## src/rtl/mmio_arbiter_if.sv

```systemverilog
// Requester/crossbar bundle for mmio_arbiter. The i_mX_lock wires exist only
// when MMIO_ARB_LOCK_EN is defined.
interface mmio_arbiter_if;
   logic        i_m0_req,    i_m1_req;
   logic [29:0] i_m0_addr,   i_m1_addr;
   logic [31:0] i_m0_data,   i_m1_data;
   logic [3:0]  i_m0_mask,   i_m1_mask;
   logic        i_m0_wren,   i_m1_wren;
`ifdef MMIO_ARB_LOCK_EN
   logic        i_m0_lock,   i_m1_lock;
`endif
   logic        o_m0_gnt,    o_m1_gnt;
   logic        o_m0_rvalid, o_m1_rvalid;
   logic [31:0] o_m0_rdata,  o_m1_rdata;
   logic [29:0] o_mmio_addr;
   logic [31:0] o_mmio_data;
   logic [3:0]  o_mmio_mask;
   logic        o_mmio_wren;
   logic [31:0] i_mmio_data;

   // arbiter side
   modport slave (
`ifdef MMIO_ARB_LOCK_EN
      input  i_m0_lock, i_m1_lock,
`endif
      input  i_m0_req, i_m0_addr, i_m0_data, i_m0_mask, i_m0_wren,
      input  i_m1_req, i_m1_addr, i_m1_data, i_m1_mask, i_m1_wren,
      output o_m0_gnt, o_m0_rvalid, o_m0_rdata,
      output o_m1_gnt, o_m1_rvalid, o_m1_rdata,
      output o_mmio_addr, o_mmio_data, o_mmio_mask, o_mmio_wren,
      input  i_mmio_data
   );

   // requesters + crossbar side
   modport master (
`ifdef MMIO_ARB_LOCK_EN
      output i_m0_lock, i_m1_lock,
`endif
      output i_m0_req, i_m0_addr, i_m0_data, i_m0_mask, i_m0_wren,
      output i_m1_req, i_m1_addr, i_m1_data, i_m1_mask, i_m1_wren,
      input  o_m0_gnt, o_m0_rvalid, o_m0_rdata,
      input  o_m1_gnt, o_m1_rvalid, o_m1_rdata,
      input  o_mmio_addr, o_mmio_data, o_mmio_mask, o_mmio_wren,
      output i_mmio_data
   );
endinterface

```

## src/rtl/mmio_arbiter.sv

```systemverilog
// Two-master round-robin arbiter in front of the mmio_xbar port: IDLE -> ISSUE -> RESP.
// Optional MMIO_ARB_LOCK_EN lets the owner keep the port across back-to-back transactions.
module mmio_arbiter #(
   parameter bit FIRST_PRIO = 1'b0
) (
   input  logic           i_clk,
   input  logic           i_rst_n,
   mmio_arbiter_if.slave  bus
);
   localparam int NUM_M = 2;

   typedef struct packed {
      logic [29:0] addr;
      logic [31:0] data;
      logic [3:0]  mask;
      logic        wren;
   } mmio_req_t;

   typedef enum logic [1:0] {IDLE, ISSUE, RESP} state_t;

   state_t                        state;
   logic [NUM_M-1:0]              req;
   mmio_req_t [NUM_M-1:0]         pay;
   logic                          last;
   logic                          owner;
   logic                          win;
   logic [NUM_M-1:0]              gnt;
   logic [NUM_M-1:0]              rvalid;
   logic [NUM_M-1:0][31:0]        rdata;
   mmio_req_t                     mmio;

   assign req    = {bus.i_m1_req, bus.i_m0_req};
   assign pay[0] = {bus.i_m0_addr, bus.i_m0_data, bus.i_m0_mask, bus.i_m0_wren};
   assign pay[1] = {bus.i_m1_addr, bus.i_m1_data, bus.i_m1_mask, bus.i_m1_wren};

`ifdef MMIO_ARB_LOCK_EN
   logic [NUM_M-1:0] lock;
   logic             lk_act;
   assign lock = {bus.i_m1_lock, bus.i_m0_lock};
`endif

   // Lone requester wins; contention goes to whoever was not granted last.
   always_comb begin
      win = req[1] & ~req[0];
      if (req[0] & req[1])
         win = ~last;
`ifdef MMIO_ARB_LOCK_EN
      if (lk_act && req[owner])
         win = owner;
`endif
   end

   always_ff @(posedge i_clk or negedge i_rst_n) begin
      if (!i_rst_n) begin
         state  <= IDLE;
         last   <= ~FIRST_PRIO;
         owner  <= 1'b0;
         gnt    <= '0;
         rvalid <= '0;
         rdata  <= '0;
         mmio   <= '0;
`ifdef MMIO_ARB_LOCK_EN
         lk_act <= 1'b0;
`endif
      end else begin
         case (state)
            IDLE: begin
               if (|req) begin
                  mmio       <= pay[win];
                  gnt[win]   <= 1'b1;
                  owner      <= win;
                  last       <= win;
`ifdef MMIO_ARB_LOCK_EN
                  lk_act     <= lock[win];
`endif
                  state      <= ISSUE;
               end else begin
`ifdef MMIO_ARB_LOCK_EN
                  lk_act     <= 1'b0;
`endif
                  state      <= IDLE;
               end
            end
            ISSUE: begin
               // Crossbar read data is combinational off o_mmio_addr, so it is valid here.
               gnt  <= '0;
               mmio <= '0;
               if (!mmio.wren) begin
                  rvalid[owner] <= 1'b1;
                  rdata[owner]  <= bus.i_mmio_data;
               end
               state <= RESP;
            end
            RESP: begin
               rvalid <= '0;
               state  <= IDLE;
            end
            default: state <= IDLE;
         endcase
      end
   end

   assign bus.o_m0_gnt    = gnt[0];
   assign bus.o_m1_gnt    = gnt[1];
   assign bus.o_m0_rvalid = rvalid[0];
   assign bus.o_m1_rvalid = rvalid[1];
   assign bus.o_m0_rdata  = rdata[0];
   assign bus.o_m1_rdata  = rdata[1];
   assign bus.o_mmio_addr = mmio.addr;
   assign bus.o_mmio_data = mmio.data;
   assign bus.o_mmio_mask = mmio.mask;
   assign bus.o_mmio_wren = mmio.wren;
endmodule

```

## src/flat_wrapper.sv

```systemverilog
// flat-port wrapper written by rule: the top's interface ports become plain ports
module mmio_arbiter_flat 
#(
   parameter bit FIRST_PRIO = 1'b0
)
  (i_clk, i_rst_n, bus_i_m0_req, bus_i_m0_addr, bus_i_m0_data, bus_i_m0_mask, bus_i_m0_wren, bus_i_m1_req, bus_i_m1_addr, bus_i_m1_data, bus_i_m1_mask, bus_i_m1_wren, bus_o_m0_gnt, bus_o_m0_rvalid, bus_o_m0_rdata, bus_o_m1_gnt, bus_o_m1_rvalid, bus_o_m1_rdata, bus_o_mmio_addr, bus_o_mmio_data, bus_o_mmio_mask, bus_o_mmio_wren, bus_i_mmio_data);
  mmio_arbiter_if bus_i ();
  input  logic i_clk;
  input  logic i_rst_n;
  input wire logic [$bits(bus_i.i_m0_req)-1:0] bus_i_m0_req;
  input wire logic [$bits(bus_i.i_m0_addr)-1:0] bus_i_m0_addr;
  input wire logic [$bits(bus_i.i_m0_data)-1:0] bus_i_m0_data;
  input wire logic [$bits(bus_i.i_m0_mask)-1:0] bus_i_m0_mask;
  input wire logic [$bits(bus_i.i_m0_wren)-1:0] bus_i_m0_wren;
  input wire logic [$bits(bus_i.i_m1_req)-1:0] bus_i_m1_req;
  input wire logic [$bits(bus_i.i_m1_addr)-1:0] bus_i_m1_addr;
  input wire logic [$bits(bus_i.i_m1_data)-1:0] bus_i_m1_data;
  input wire logic [$bits(bus_i.i_m1_mask)-1:0] bus_i_m1_mask;
  input wire logic [$bits(bus_i.i_m1_wren)-1:0] bus_i_m1_wren;
  output wire logic [$bits(bus_i.o_m0_gnt)-1:0] bus_o_m0_gnt;
  output wire logic [$bits(bus_i.o_m0_rvalid)-1:0] bus_o_m0_rvalid;
  output wire logic [$bits(bus_i.o_m0_rdata)-1:0] bus_o_m0_rdata;
  output wire logic [$bits(bus_i.o_m1_gnt)-1:0] bus_o_m1_gnt;
  output wire logic [$bits(bus_i.o_m1_rvalid)-1:0] bus_o_m1_rvalid;
  output wire logic [$bits(bus_i.o_m1_rdata)-1:0] bus_o_m1_rdata;
  output wire logic [$bits(bus_i.o_mmio_addr)-1:0] bus_o_mmio_addr;
  output wire logic [$bits(bus_i.o_mmio_data)-1:0] bus_o_mmio_data;
  output wire logic [$bits(bus_i.o_mmio_mask)-1:0] bus_o_mmio_mask;
  output wire logic [$bits(bus_i.o_mmio_wren)-1:0] bus_o_mmio_wren;
  input wire logic [$bits(bus_i.i_mmio_data)-1:0] bus_i_mmio_data;
  assign bus_i.i_m0_req = bus_i_m0_req;
  assign bus_i.i_m0_addr = bus_i_m0_addr;
  assign bus_i.i_m0_data = bus_i_m0_data;
  assign bus_i.i_m0_mask = bus_i_m0_mask;
  assign bus_i.i_m0_wren = bus_i_m0_wren;
  assign bus_i.i_m1_req = bus_i_m1_req;
  assign bus_i.i_m1_addr = bus_i_m1_addr;
  assign bus_i.i_m1_data = bus_i_m1_data;
  assign bus_i.i_m1_mask = bus_i_m1_mask;
  assign bus_i.i_m1_wren = bus_i_m1_wren;
  assign bus_o_m0_gnt = bus_i.o_m0_gnt;
  assign bus_o_m0_rvalid = bus_i.o_m0_rvalid;
  assign bus_o_m0_rdata = bus_i.o_m0_rdata;
  assign bus_o_m1_gnt = bus_i.o_m1_gnt;
  assign bus_o_m1_rvalid = bus_i.o_m1_rvalid;
  assign bus_o_m1_rdata = bus_i.o_m1_rdata;
  assign bus_o_mmio_addr = bus_i.o_mmio_addr;
  assign bus_o_mmio_data = bus_i.o_mmio_data;
  assign bus_o_mmio_mask = bus_i.o_mmio_mask;
  assign bus_o_mmio_wren = bus_i.o_mmio_wren;
  assign bus_i.i_mmio_data = bus_i_mmio_data;
  mmio_arbiter #(.FIRST_PRIO(FIRST_PRIO)) u_core (.i_clk(i_clk), .i_rst_n(i_rst_n), .bus(bus_i));
endmodule
```

## config.mk

```make
export PLATFORM = sky130hd
export DESIGN_NAME = mmio_arbiter_flat
export DESIGN_NICKNAME = d
export VERILOG_FILES = /design/src/rtl/mmio_arbiter_if.sv /design/src/rtl/mmio_arbiter.sv /design/src/flat_wrapper.sv
export SDC_FILE = /design/constraint.sdc
export NUM_CORES = 1
export LEC_CHECK = 0
export BUFFER_PORTS_ARGS = -buffer_cell sky130_fd_sc_hd__buf_2
export CORE_ASPECT_RATIO = 0.5
export CORE_MARGIN = 2
export CORE_UTILIZATION = 45
export DETAILED_ROUTE_END_ITERATION = 8
export PLACE_DENSITY = 0.8
export SLEW_MARGIN = 25
export SYNTH_ARGS = -nofsm -noshare
export SYNTH_HDL_FRONTEND = slang
export SYNTH_SLANG_ARGS = --single-unit
```

## constraint.sdc

```tcl
create_clock -name i_clk -period 2.2 [get_ports i_clk]
set_input_delay 0.22 -clock i_clk [delete_from_list [all_inputs] [get_ports i_clk]]
set_output_delay 0.22 -clock i_clk [all_outputs]
set_load 0.05 [all_outputs]
```

# Word level (Yosys, flattened, before mapping)

Index checks and enable logic that the tools add are counted.

Order comparisons: 4
Equal/unequal tests: 4
Multiplexer cells: 18
Bitwise gates (word level): 7
Reductions and logical operators: 10

Operators by type and width:

| cell               | count |
|---|---|
| $mux 67            | 3 |
| $pmux 67 s2        | 1 |
| $bwmux 64          | 1 |
| $demux 32 s1       | 1 |
| $mux 32            | 1 |
| $pmux 2 s2         | 3 |
| $reduce_and 2->1   | 4 |
| $lt 1x2->1 const B | 2 |
| $mux 1             | 4 |
| $mux 2             | 2 |
| $or 2x2->2         | 2 |
| $reduce_bool 2->1  | 2 |
| $not 1->1          | 3 |
| $and 1x1->1        | 2 |
| $demux 1 s1        | 2 |
| $eq 2x1->1 const B | 1 |
| $eq 2x2->1 const B | 1 |
| $ge 1x1->1 const B | 2 |
| $logic_and 1x1->1  | 2 |
| $logic_not 2->1    | 1 |
| $ne 2x1->1 const B | 1 |
| $ne 2x2->1 const B | 1 |
| $reduce_or 2->1    | 1 |

Bits in registers: 139

# Longest topological paths before layout

Gate-level depths: netlist of the first run.

Depth after elaboration: 10
Mapped depth: 7

# Worst setup path after synthesis of the first run

OpenSTA, ideal clock, no wires.

Path kind: reg2reg
Start: register u_core.mmio (netlist bit u_core.bus.o_mmio_wren)
End: register u_core.rdata (netlist bit u_core.bus.o_m0_rdata[22])
Library setup time: 0.125 ns
Arrival time: 1.634 ns
Required time: 2.075 ns
Setup slack: 0.442 ns
Cell stages (with the launch flop): 4
Period minus slack after synthesis: 1.758 ns
Cell sequence: dfrtp_1 > nor4b_4 > buf_4 > mux2_2

Longest elaborated chain between the ends: 2

Ends and longest elaborated chain:

| item                              | line               | RTL |
|---|---|---|
| from (decl)                       | mmio_arbiter.sv:30 | `mmio_req_t mmio;` |
| from (signal assigned)            | mmio_arbiter.sv:69 | `mmio <= pay[win];` |
| $not 1->1 (no source line)        | --                 |  |
| $reduce_and 2->1 (no source line) | --                 |  |
| to (signal, indexed assignment)   | mmio_arbiter.sv:90 | `rdata[owner] <= bus.i_mmio_data;` |
| to (decl)                         | mmio_arbiter.sv:29 | `logic [NUM_M-1:0][31:0] rdata;` |

No other way between the ends.
A chain may end at the register's enable or synchronous reset.

# Worst setup path in the final report of the first run

Start: register u_core.state[1]
End: register u_core.mmio (netlist bit u_core.bus.o_mmio_data[23])

Longest elaborated chain between the ends: 3
Elaborated cells between the ends (all ways): 6

Ends and longest elaborated chain:

| item                                                             | line               | RTL |
|---|---|---|
| from (decl)                                                      | mmio_arbiter.sv:21 | `state_t state;` |
| from (signal assigned)                                           | mmio_arbiter.sv:55 | `state <= IDLE;` |
| from (signal assigned)                                           | mmio_arbiter.sv:76 | `state <= ISSUE;` |
| from (signal assigned)                                           | mmio_arbiter.sv:81 | `state <= IDLE;` |
| $logic_not 2->1 or $eq 2x1->1 (tied branches)                    | mmio_arbiter.sv:66 | `case (state)` |
| $ne 2x1->1 (no source line) or $reduce_bool 2->1 (tied branches) | --                 |  |
| $reduce_and 2->1 (no source line)                                | --                 |  |

Parallel ways exist; a longest one is shown, timed or not.

==> results of run 1 <==
-- power by group --
| part | internal [uW] | switching (uW) |
|---|---|---|
| clock | 1740 | 1090 |
| sequential | 3730 | 642 |
| combinational | 2310 | 5740 |
-- cells in the final DEF (no fill, tap or decap) --
| cell | Yosys | layout |
|---|---|---|
| buf_2 | 5 | 303 |
| dfrtp_1 | 138 | 138 |
| and3_1 | 67 | 67 |
| a221o_1 | 67 | 67 |
| mux2_2 | 62 | 62 |
| clkbuf_16 | 0 | 17 |
| nor2_1 | 8 | 8 |
| buf_12 | 0 | 6 |
| buf_4 | 5 | 5 |
| clkinvlp_4 | 0 | 4 |
| nand2_1 | 3 | 3 |
| clkinv_4 | 0 | 3 |
| mux2_1 | 2 | 2 |
| o21ai_0 | 2 | 2 |
| bufinv_16 | 0 | 2 |
| clkbuf_8 | 0 | 2 |
| inv_6 | 0 | 2 |
| inv_2 | 1 | 1 |
| or2_2 | 1 | 1 |
| a21o_2 | 0 | 1 |
| nor2_4 | 1 | 1 |
| nand2b_1 | 1 | 1 |
| and3_4 | 1 | 1 |
| a21boi_4 | 0 | 1 |
| nor4bb_4 | 0 | 1 |
| nor4b_4 | 1 | 1 |
| and2b_1 | 1 | 1 |
| o22a_1 | 1 | 1 |
| a21oi_1 | 1 | 1 |
| clkbuf_1 | 17 | 1 |
| clkinv_2 | 0 | 1 |
| dlygate4sd3_1 | 0 | 1 |
| buf_6 | 10 | 1 |
| dfstp_2 | 1 | 1 |
-- logic make-up (layout without fill, tap and decap cells) --
logic type | count (synthesis) | after routing | share of synthesized area [%]
compound gates | 73 | 73 | 12.53
buf+inv | 38 | 349 | 4.264
flops | 139 | 139 | 61.12
mux | 64 | 64 | 12.66
simple gates | 85 | 85 | 9.429
-- worst max-delay path: stages, from the launching register on --
cell	delay [ns]
dfrtp_1	0.51
nor2_4	0.33
and3_4	0.41
buf_4	0.27
a221o_1	0.18
-- layer usage --
metal | track usage (%) | vias up | wire, um
li1 | - | 2128 | -
met1 | 27.53 | 2298 | 6074
met2 | 40.49 | 159 | 8116
met3 | 4.173 | 34 | 723
met4 | 10.30 | 0 | 463
met5 | 0 | - | 0
-- cell type report --
| cell class | instances | area share (%) |
|---|---|---|
| clock buffer | 20 | 5.726 |
| tap | 165 | 2.589 |
| timing repair buffer | 316 | 21.26 |
| sequential | 139 | 43.63 |
| clock inverter | 12 | 1.741 |
| multi-input combinational | 222 | 25.01 |
| inverter | 1 | 0.04707 |
-- worst max-delay path by stage --
stage          slack [ns]  depth (start not counted)                               start                                endpoint
5_1_grt              0.32                          4           u_core.state[1]$_DFF_PN0_  u_core.bus.o_mmio_data[14]$_DFFE_PN0P_
4_1_cts              0.42                          4           u_core.state[1]$_DFF_PN0_  u_core.bus.o_mmio_data[23]$_DFFE_PN0P_
6_report             0.42                          4           u_core.state[1]$_DFF_PN0_  u_core.bus.o_mmio_data[23]$_DFFE_PN0P_
3_5_place_dp         0.43                          4           u_core.state[1]$_DFF_PN0_  u_core.bus.o_mmio_data[14]$_DFFE_PN0P_
2_1_floorplan        0.44                          3  u_core.bus.o_mmio_wren$_DFFE_PN0P_   u_core.bus.o_m0_rdata[22]$_DFFE_PN0P_
3_3_place_gp         0.51                          4           u_core.state[1]$_DFF_PN0_   u_core.bus.o_mmio_addr[0]$_DFFE_PN0P_
-- registers in the layout, indices dropped and copies added (netlist names) --
register                flops
u_core.bus.o_mmio_data     32
u_core.owner                1
u_core.last                 1
u_core.bus.o_mmio_mask      4
u_core.state                2
u_core.rvalid               2
u_core.bus.o_mmio_wren      1
u_core.gnt                  2
u_core.bus.o_m0_rdata      32
u_core.bus.o_m1_rdata      32
u_core.bus.o_mmio_addr     30
-- stage by stage --
step / hold WS [ns] / worst slack, ns
floorplan: -0.07559 / 0.4416
CTS: 0.02264 / 0.4162
finish: 0.03612 / 0.4249
global placement: 0.1960 / 0.5081
global route: 0.02722 / 0.3226
detailed placement: 0.2043 / 0.4277
==> results.ini, run 1 <==
[status]
run_status = complete, no violations

[clock_tree]
number_of_buffers_created_by_cts = 17
clk_latency_ns = 0.41
ctsHoldBuffers = 1
ctsHtreeMaxLevel = 4
post_cts_setup_bufs = 0
ctsResizeCount = 0
cts.clk_slew.worst_paths_ns = 0.06
clockRootBuffer = clkbuf_16
cts_buffer_depth = 2
numClockSinks = 139
tritoncts = done

[pwr]
ir_worst_vdd_uv = 1127
cellPowerDensity_mw_per_mm2 = 1913
total_power_uw = 15260
power.static_leakage_uw = 0.004283

[synth]
synth-async-reset-ratio_pct = 100.0
synth-main-ff-cell = dfrtp_1
synth.ff_latch_count = 139
post-synth-top-count-cell = dfrtp_1
net_count_synth = 569
synth-edff-count = 0
netlist_area_mm2 = 0.005693
post_syn_instances = 399
synthDominantCellAreaShare_pct = 60.66
synthTopCellsByCount = 138 x dfrtp_1, 67 x a221o_1, 67 x and3_1, 62 x mux2_2, 17 x clkbuf_1
ys_seq_area_share_pct = 61.12
cells_taking_the_most_area_after_synthesis = dfrtp_1 61%, mux2_2 12%, a221o_1 12%
synthesis.yosys.warnings = 0
syn_avg_cell_area_um2 = 14.27
yosys.cell_types.count = 25
netlist.top_cell.by_area = dfrtp_1

[sta]
unrepaired_setup_endpoints_after_global_routing = no
timing.final.crit_share_pct = 80.69
max_clock_freq_ghz = 0.5634
max-slew-margin-rel_pct = 54.38
slew_viol_final = 0
timing.final.setup_violations = 0
final_hold_viol_count = 0
final.setup_skew_ns = 0.01259
post-route-min-period_ns = 1.775
setup_tns_ns = 0
worst_slew_pin_slew_ns = 0.6826

[floorplanning]
fp.dieArea_mm2 = 0.01362
core.rowCount = 28
die_h_um = 83.54
core_area_mm2 = 0.01209
start_util_pct = 47.10
count_of_pins_on_the_block_boundary = 305
chipWidth_um = 163.1

[place]
dp_hpwl_um = 10950
globalplace.congestion = 0.8581
dp.cells = 842
postPlaceCellArea_mm2 = 0.007370
port_buffers = 304

[drt]
average_vias_per_placed_instance = 5.279
sum_of_routed_wire_length_over_all_layers_um = 15380
routedWlPerCell_um = 17.57
route.vias.total = 4619
drt_iter0_markers = 328
detail-route-antenna-nets = 0
drc_errors = 0
detailedRoute.firstPassIterationCount = 4

[hold_path]
min_to = u_core.bus.o_mmio_mask[0]$_DFFE_PN0P_
timing.hold.worst_path_depth = 2
hold_path_class = input port to flop
hold_path.startpoint = bus_i_m0_mask[0]

[layout]
final_cells = 875
multi_input_area_mm2 = 0.001994
finalCoreUtilization_pct = 65.98
nets = 867
layout-area-overhead-vs-synth_pct = 40.09
num-fill-cells = 976
final_layout_size_suffix_gt1_share_pct = 58.73
sequential_area_mm2 = 0.003480
n_antenna_cell = 0
layout.cell_area.non_filler_mm2 = 0.007975

[grt]
pin_count_of_the_biggest_net_entering_global_routing = 68
grt_util_all_layers_pct = 22.94
grt_first_pass_wirelength_um = 24550
gr-total-overflow = 0
antenna_found_initial = 0
via_count_of_the_first_global_routing_pass = 4818

[setup_path]
end_kind = flop
cp-start-kind = flop
path_class = flop to flop
crit-reg2reg-capture = u_core.bus.o_mmio_data[23]$_DFFE_PN0P_
worst-endpoint-required_ns = 2.53
reg2reg_setup_slack_ns = 0.42
reg2reg_from = u_core.state[1]$_DFF_PN0_
largest_driver_fanout_on_the_critical_path = 20
arrival_ns = 2.11
worstRegToRegCells = 4

[job]
maxCapViolations = 0

No activity file was read; power rests on OpenSTA's default activity.
==> run 2, diff against run 1 <==
--- a/config.mk
+++ b/config.mk
@@ -8,9 +8,9 @@
 export BUFFER_PORTS_ARGS = -buffer_cell sky130_fd_sc_hd__buf_2
 export CORE_ASPECT_RATIO = 0.5
 export CORE_MARGIN = 2
-export CORE_UTILIZATION = 45
+export CORE_UTILIZATION = 41
 export DETAILED_ROUTE_END_ITERATION = 8
-export PLACE_DENSITY = 0.8
+export PLACE_DENSITY = 0.77
 export SLEW_MARGIN = 25
 export SYNTH_ARGS = -nofsm -noshare
 export SYNTH_HDL_FRONTEND = slang
==> constraint.sdc (replaced) <==
create_clock -name i_clk -period 1.5 [get_ports i_clk]
set_input_delay 0.15 -clock i_clk [delete_from_list [all_inputs] [get_ports i_clk]]
set_output_delay 0.15 -clock i_clk [all_outputs]
set_load 0.05 [all_outputs]
==> results.ini, run 2 (synthesized netlist as in run 1, its figures left out) <==
[grt]
via_count_of_the_first_global_routing_pass = 5669
gr-total-overflow = 0
grt_util_all_layers_pct = 27.07
pin_count_of_the_biggest_net_entering_global_routing = 60
grt_first_pass_wirelength_um = 30490
antenna_found_initial = 1

[layout]
mostFrequentLayoutCells = 303 x buf_2, 135 x dfrtp_1, 99 x dlygate4sd3_1, 67 x a221o_1, 66 x and3_1
leading_cell_type_in_the_layout_fill_and_taps_excluded = buf_2
n_antenna_cell = 0
nets = 1001
layout-area-overhead-vs-synth_pct = 73.74
final_layout_size_suffix_gt1_share_pct = 54.51
finalCoreUtilization_pct = 72.99

[place]
dp_hpwl_um = 11220
port_buffers = 304
globalplace.congestion = 0.7870
preCtsSetupSlack_ns = -0.2037

[floorplanning]
die_h_um = 87.32
core.rowCount = 30
fp.dieArea_mm2 = 0.01490
chipWidth_um = 170.6
count_of_pins_on_the_block_boundary = 305
start_util_pct = 42.01
core_area_mm2 = 0.01355

[setup_path]
path_class = flop to flop
cp_cell_sequence = buf_4 -> buf_6 -> a21o_4 -> buf_16 -> a221o_1
worst-endpoint-required_ns = 1.79
cpMaxStageDelayCell = dfrtp_2
end_kind = flop
cp-start-kind = flop
worstRegToRegCells = 5
arrival_ns = 1.94
largest_driver_fanout_on_the_critical_path = 7
crit_path_max_incr_delay_ns = 0.46

[clock_tree]
clk_latency_ns = 0.41
number_of_buffers_created_by_cts = 17
clockRootBuffer = clkbuf_16
cts_buffer_depth = 2
tritoncts = done
cts.clk_slew.worst_paths_ns = 0.06
ctsHtreeMaxLevel = 4
numClockSinks = 139

[job]
maxCapViolations = 0

[sta]
slew_viol_final = 0
timing.final.setup_violations = 132
unrepaired_setup_endpoints_after_global_routing = yes
timing.final.crit_share_pct = 110.0
final.setup_skew_ns = 0.01478
worst_slew_pin_slew_ns = 0.4755
max_clock_freq_ghz = 0.6061
post-route-min-period_ns = 1.650
max-slew-margin-rel_pct = 68.18
final_hold_viol_count = 0
final_critical_path_setup_slack_ns = -0.1498
setup_tns_ns = -13.23

[pwr]
cellPowerDensity_mw_per_mm2 = 2581
total_power_uw = 25530
ir_worst_vdd_uv = 1261
power.static_leakage_uw = 0.005198

[hold_path]
hold_path_class = input port to flop
timing.hold.worst_path_depth = 2

[drt]
detailedRoute.firstPassIterationCount = 5
drc_errors = 0
sum_of_routed_wire_length_over_all_layers_um = 22040
route.vias.total = 5583
detail-route-antenna-nets = 0
average_vias_per_placed_instance = 5.399
routedWlPerCell_um = 21.31
drt_iter0_markers = 328

[status]
failed_checks = setup timing
run_status = complete, but fails checks

## run 2: changes by cell type in the layout (fill, tap and decap cells not counted), moves of 5 or more
cell,delta
buf_6,+6
clkbuf_16,+9
buf_16,+6
mux2_4,+64
mux2_2,-62
and3_4,+6
dlygate4sd3_1,+98
buf_12,+5
## run 2: critical path, delay by kind of cell (launching register included)
kind	cells	cell delay, ns
DFF	1	0.46
buffers and inverters	3	0.45
AOI/OAI and AO/OA	2	0.62
## run 2: power breakdown
part	leakage (uW)	switching [uW]	internal, uW
clock network	0.000273	1600	2510
logic	0.00321	9440	5400
registers	0.00172	1090	5490
total	0.00520	12100	13400
## run 2: repair_timing
action,4_1_cts,5_1_grt
endpoints found under the hold margin,265,0
pin swaps,50,6
hold buffers,99,0
buffers inserted,4,5
setup endpoints to repair,132,132
resized for setup,39,27
cloned,9,15
## run 2: stage by stage
stage          area [um2]  hold slack (ns)  cells
2_1_floorplan        5828          -0.1456    399
3_3_place_gp         7557          0.02336    872
3_5_place_dp         7557          0.03182    872
4_1_cts              9465         0.004086   1014
5_1_grt              9891          0.03783   1034
6_report             9891          0.03921   1034
## run 2: area by class of cell
cell class	instances	area, um2
clock buffer	19	452.9
clock inverter	11	122.6
fill	847	3660
inverter	1	3.754
multi-input combinational	230	2338
sequential	139	3483
tap	192	240.2
timing repair buffer	442	3249
## run 2: worst paths after layout
check / start / endpoint / slack, ns
min in group asynchronous: i_rst_n / u_core.bus.o_m0_rdata[27]$_DFFE_PN0P_ / 0.18
max reg2reg: u_core.state[1]$_DFF_PN0_ / u_core.bus.o_mmio_addr[25]$_DFFE_PN0P_ / -0.15
max in group asynchronous: i_rst_n / u_core.bus.o_mmio_data[23]$_DFFE_PN0P_ / 0.67
max: u_core.state[1]$_DFF_PN0_ / u_core.bus.o_mmio_addr[25]$_DFFE_PN0P_ / -0.15
min: bus_i_mmio_data[0] / u_core.bus.o_m0_rdata[0]$_DFFE_PN0P_ / 0.04
min reg2reg: u_core.rvalid[0]$_DFFE_PN0P_ / u_core.rvalid[0]$_DFFE_PN0P_ / 0.49
## run 2: per-layer routing
metal	up-vias	wire length [um]	track usage (%)
met5	-	13	0
met4	2	670	13.60
met3	68	1411	5.134
met2	278	11410	48.18
met1	2813	8533	31.87
li1	2422	-	-
==> run 3, diff against run 2 <==
--- a/config.mk
+++ b/config.mk
@@ -7,7 +7,6 @@
 export LEC_CHECK = 0
 export BUFFER_PORTS_ARGS = -buffer_cell sky130_fd_sc_hd__buf_2
 export CORE_ASPECT_RATIO = 0.5
-export CORE_MARGIN = 2
 export CORE_UTILIZATION = 41
 export DETAILED_ROUTE_END_ITERATION = 8
 export PLACE_DENSITY = 0.77
==> constraint.sdc (replaced) <==
create_clock -name i_clk -period 1.35 [get_ports i_clk]
set_input_delay 0.135 -clock i_clk [delete_from_list [all_inputs] [get_ports i_clk]]
set_output_delay 0.135 -clock i_clk [all_outputs]
set_load 0.05 [all_outputs]
==> results.ini, run 3 (synthesized netlist as in run 1, its figures left out) <==
[setup_path]
arrival_ns = 1.90
largest_driver_fanout_on_the_critical_path = 5
cp-startpoint = u_core.owner$_DFFE_PN0P_
path_class = flop to flop
crit-reg2reg-capture = u_core.bus.o_m1_rdata[19]$_DFFE_PN0P_
critical-path-top-delay-family = flip-flops
cp-start-kind = flop
crit_path_max_incr_delay_ns = 0.43
reg2reg_from = u_core.owner$_DFFE_PN0P_
cp_cell_sequence = nor4bb_4 -> buf_4 -> clkbuf_16 -> mux2_4
end_kind = flop
worstRegToRegCells = 4
crit_buf_inv = 2
reg2reg_setup_slack_ns = -0.26
cpMaxStageDelayCell = dfrtp_1
worst-endpoint-required_ns = 1.65

[hold_path]
timing.hold.worst_path_depth = 3
hold_path_class = input port to flop
min_to = u_core.bus.o_mmio_addr[2]$_DFFE_PN0P_
hold_path.startpoint = bus_i_m1_addr[2]

[floorplanning]
core_area_mm2 = 0.01355
fp.dieArea_mm2 = 0.01439
core.rowCount = 30
die_h_um = 85.32
chipWidth_um = 168.6
count_of_pins_on_the_block_boundary = 305
start_util_pct = 42.01

[sta]
max_clock_freq_ghz = 0.6229
final.setup_skew_ns = 0.01066
unrepaired_setup_endpoints_after_global_routing = yes
worst_slew_pin_slew_ns = 0.3913
timing.final.crit_share_pct = 118.9
slew_viol_final = 0
post-route-min-period_ns = 1.605
final_critical_path_setup_slack_ns = -0.2554
max-slew-margin-rel_pct = 73.81
final_hold_viol_count = 0
holdWs_ns = 0.05059
timing.final.setup_violations = 134

[layout]
nets = 1009
layout-area-overhead-vs-synth_pct = 77.98
num-fill-cells = 836
mostFrequentLayoutCells = 302 x buf_2, 135 x dfrtp_1, 100 x dlygate4sd3_1, 67 x a221o_1, 64 x mux2_4
leading_cell_type_in_the_layout_fill_and_taps_excluded = buf_2
final_layout_size_suffix_gt1_share_pct = 56.46
finalCoreUtilization_pct = 74.77

[pwr]
cellPowerDensity_mw_per_mm2 = 2873
ir_worst_vdd_uv = 1538
power.static_leakage_uw = 0.005264

[grt]
antenna_found_initial = 1
pin_count_of_the_biggest_net_entering_global_routing = 50
grt_util_all_layers_pct = 27.01
via_count_of_the_first_global_routing_pass = 5740
gr-total-overflow = 0
grt_first_pass_wirelength_um = 30010

[drt]
drc_errors = 0
drt_iter0_markers = 273
detail-route-antenna-nets = 0
sum_of_routed_wire_length_over_all_layers_um = 21650
detailedRoute.firstPassIterationCount = 4
routedWlPerCell_um = 20.72
average_vias_per_placed_instance = 5.306
route.vias.total = 5545

[clock_tree]
clockRootBuffer = clkbuf_16
number_of_buffers_created_by_cts = 17
cts.clk_slew.worst_paths_ns = 0.06
numClockSinks = 139
ctsHtreeMaxLevel = 4
cts_buffer_depth = 2
clk_latency_ns = 0.41
tritoncts = done

[place]
globalplace.congestion = 0.8323
dp_hpwl_um = 11070
port_buffers = 304

[job]
maxCapViolations = 0

[status]
run_status = complete, but fails checks
failed_checks = setup timing

## run 3: how the worst max path moves through the flow
stage	slack (ns)	cells past startpoint	endpoint
floorplan	-0.30	3	u_core.bus.o_m0_rdata[10]$_DFFE_PN0P_
global placement	-0.20	3	u_core.bus.o_m1_rdata[5]$_DFFE_PN0P_
detailed placement	-0.24	3	u_core.bus.o_m1_rdata[22]$_DFFE_PN0P_
CTS	-0.19	3	u_core.bus.o_m0_rdata[14]$_DFFE_PN0P_
global route	-0.29	4	u_core.bus.o_m1_rdata[17]$_DFFE_PN0P_
finish	-0.26	4	u_core.bus.o_m1_rdata[19]$_DFFE_PN0P_
## run 3: area by class of cell
cell class                 instances  area (um2)  share of cell area [%]
antenna                            1       2.502                 0.02470
clock buffer                      20       446.7                   4.408
clock inverter                    12       165.2                   1.630
inverter                           1       3.754                 0.03705
multi-input combinational        223        2344                   23.13
sequential                       139        3483                   34.38
tap                              192       240.2                   2.371
timing repair buffer             457        3447                   34.02
## run 3: where the power goes
part           internal (uW)  switching, uW  leakage, uW  total, uW
Clock                   2980           1880     0.000287       4860
Sequential              6100           1290      0.00172       7390
Combinational           6360          10500      0.00326      16900
## run 3: worst register-to-register path, stage by stage, from the launching register on
cell	delay, ns
dfrtp_1	0.43
nor4bb_4	0.39
buf_4	0.22
clkbuf_16	0.16
mux2_4	0.30
## run 3: repair_timing
item | 4_1_cts | 5_1_grt
hold endpoints to repair | 235 | 0
gates resized for setup | 29 | 55
buffers inserted | 10 | 4
hold buffers | 100 | 0
pin swaps | 3 | 13
cloned | 4 | 17
setup endpoints to repair | 134 | 137
## run 3: stage by stage
stage | std cells | setup TNS, ns | cell area [um2] | setup slack, ns | power, uW
6_report | 1045 | -24.53 | 10130 | -0.2554 | 29110
5_1_grt | 1045 | -28.59 | 10130 | -0.2934 | 30130
4_1_cts | 1027 | -18.89 | 9617 | -0.1926 | 27000
3_5_place_dp | 882 | -21.62 | 7726 | -0.2371 | 21150
3_3_place_gp | 882 | -18.72 | 7726 | -0.2008 | 20870
2_1_floorplan | 399 | -17.16 | 5913 | -0.2983 | 17730
## run 3: per-layer routing
layer  track usage [%]  wire, um  vias to the layer above
met5                 0         0                        -
met2             48.43     11240                      239
li1                  -         -                     2426
met1             31.61      8850                     2818
met4             13.06       639                        0
met3             5.084       920                       62
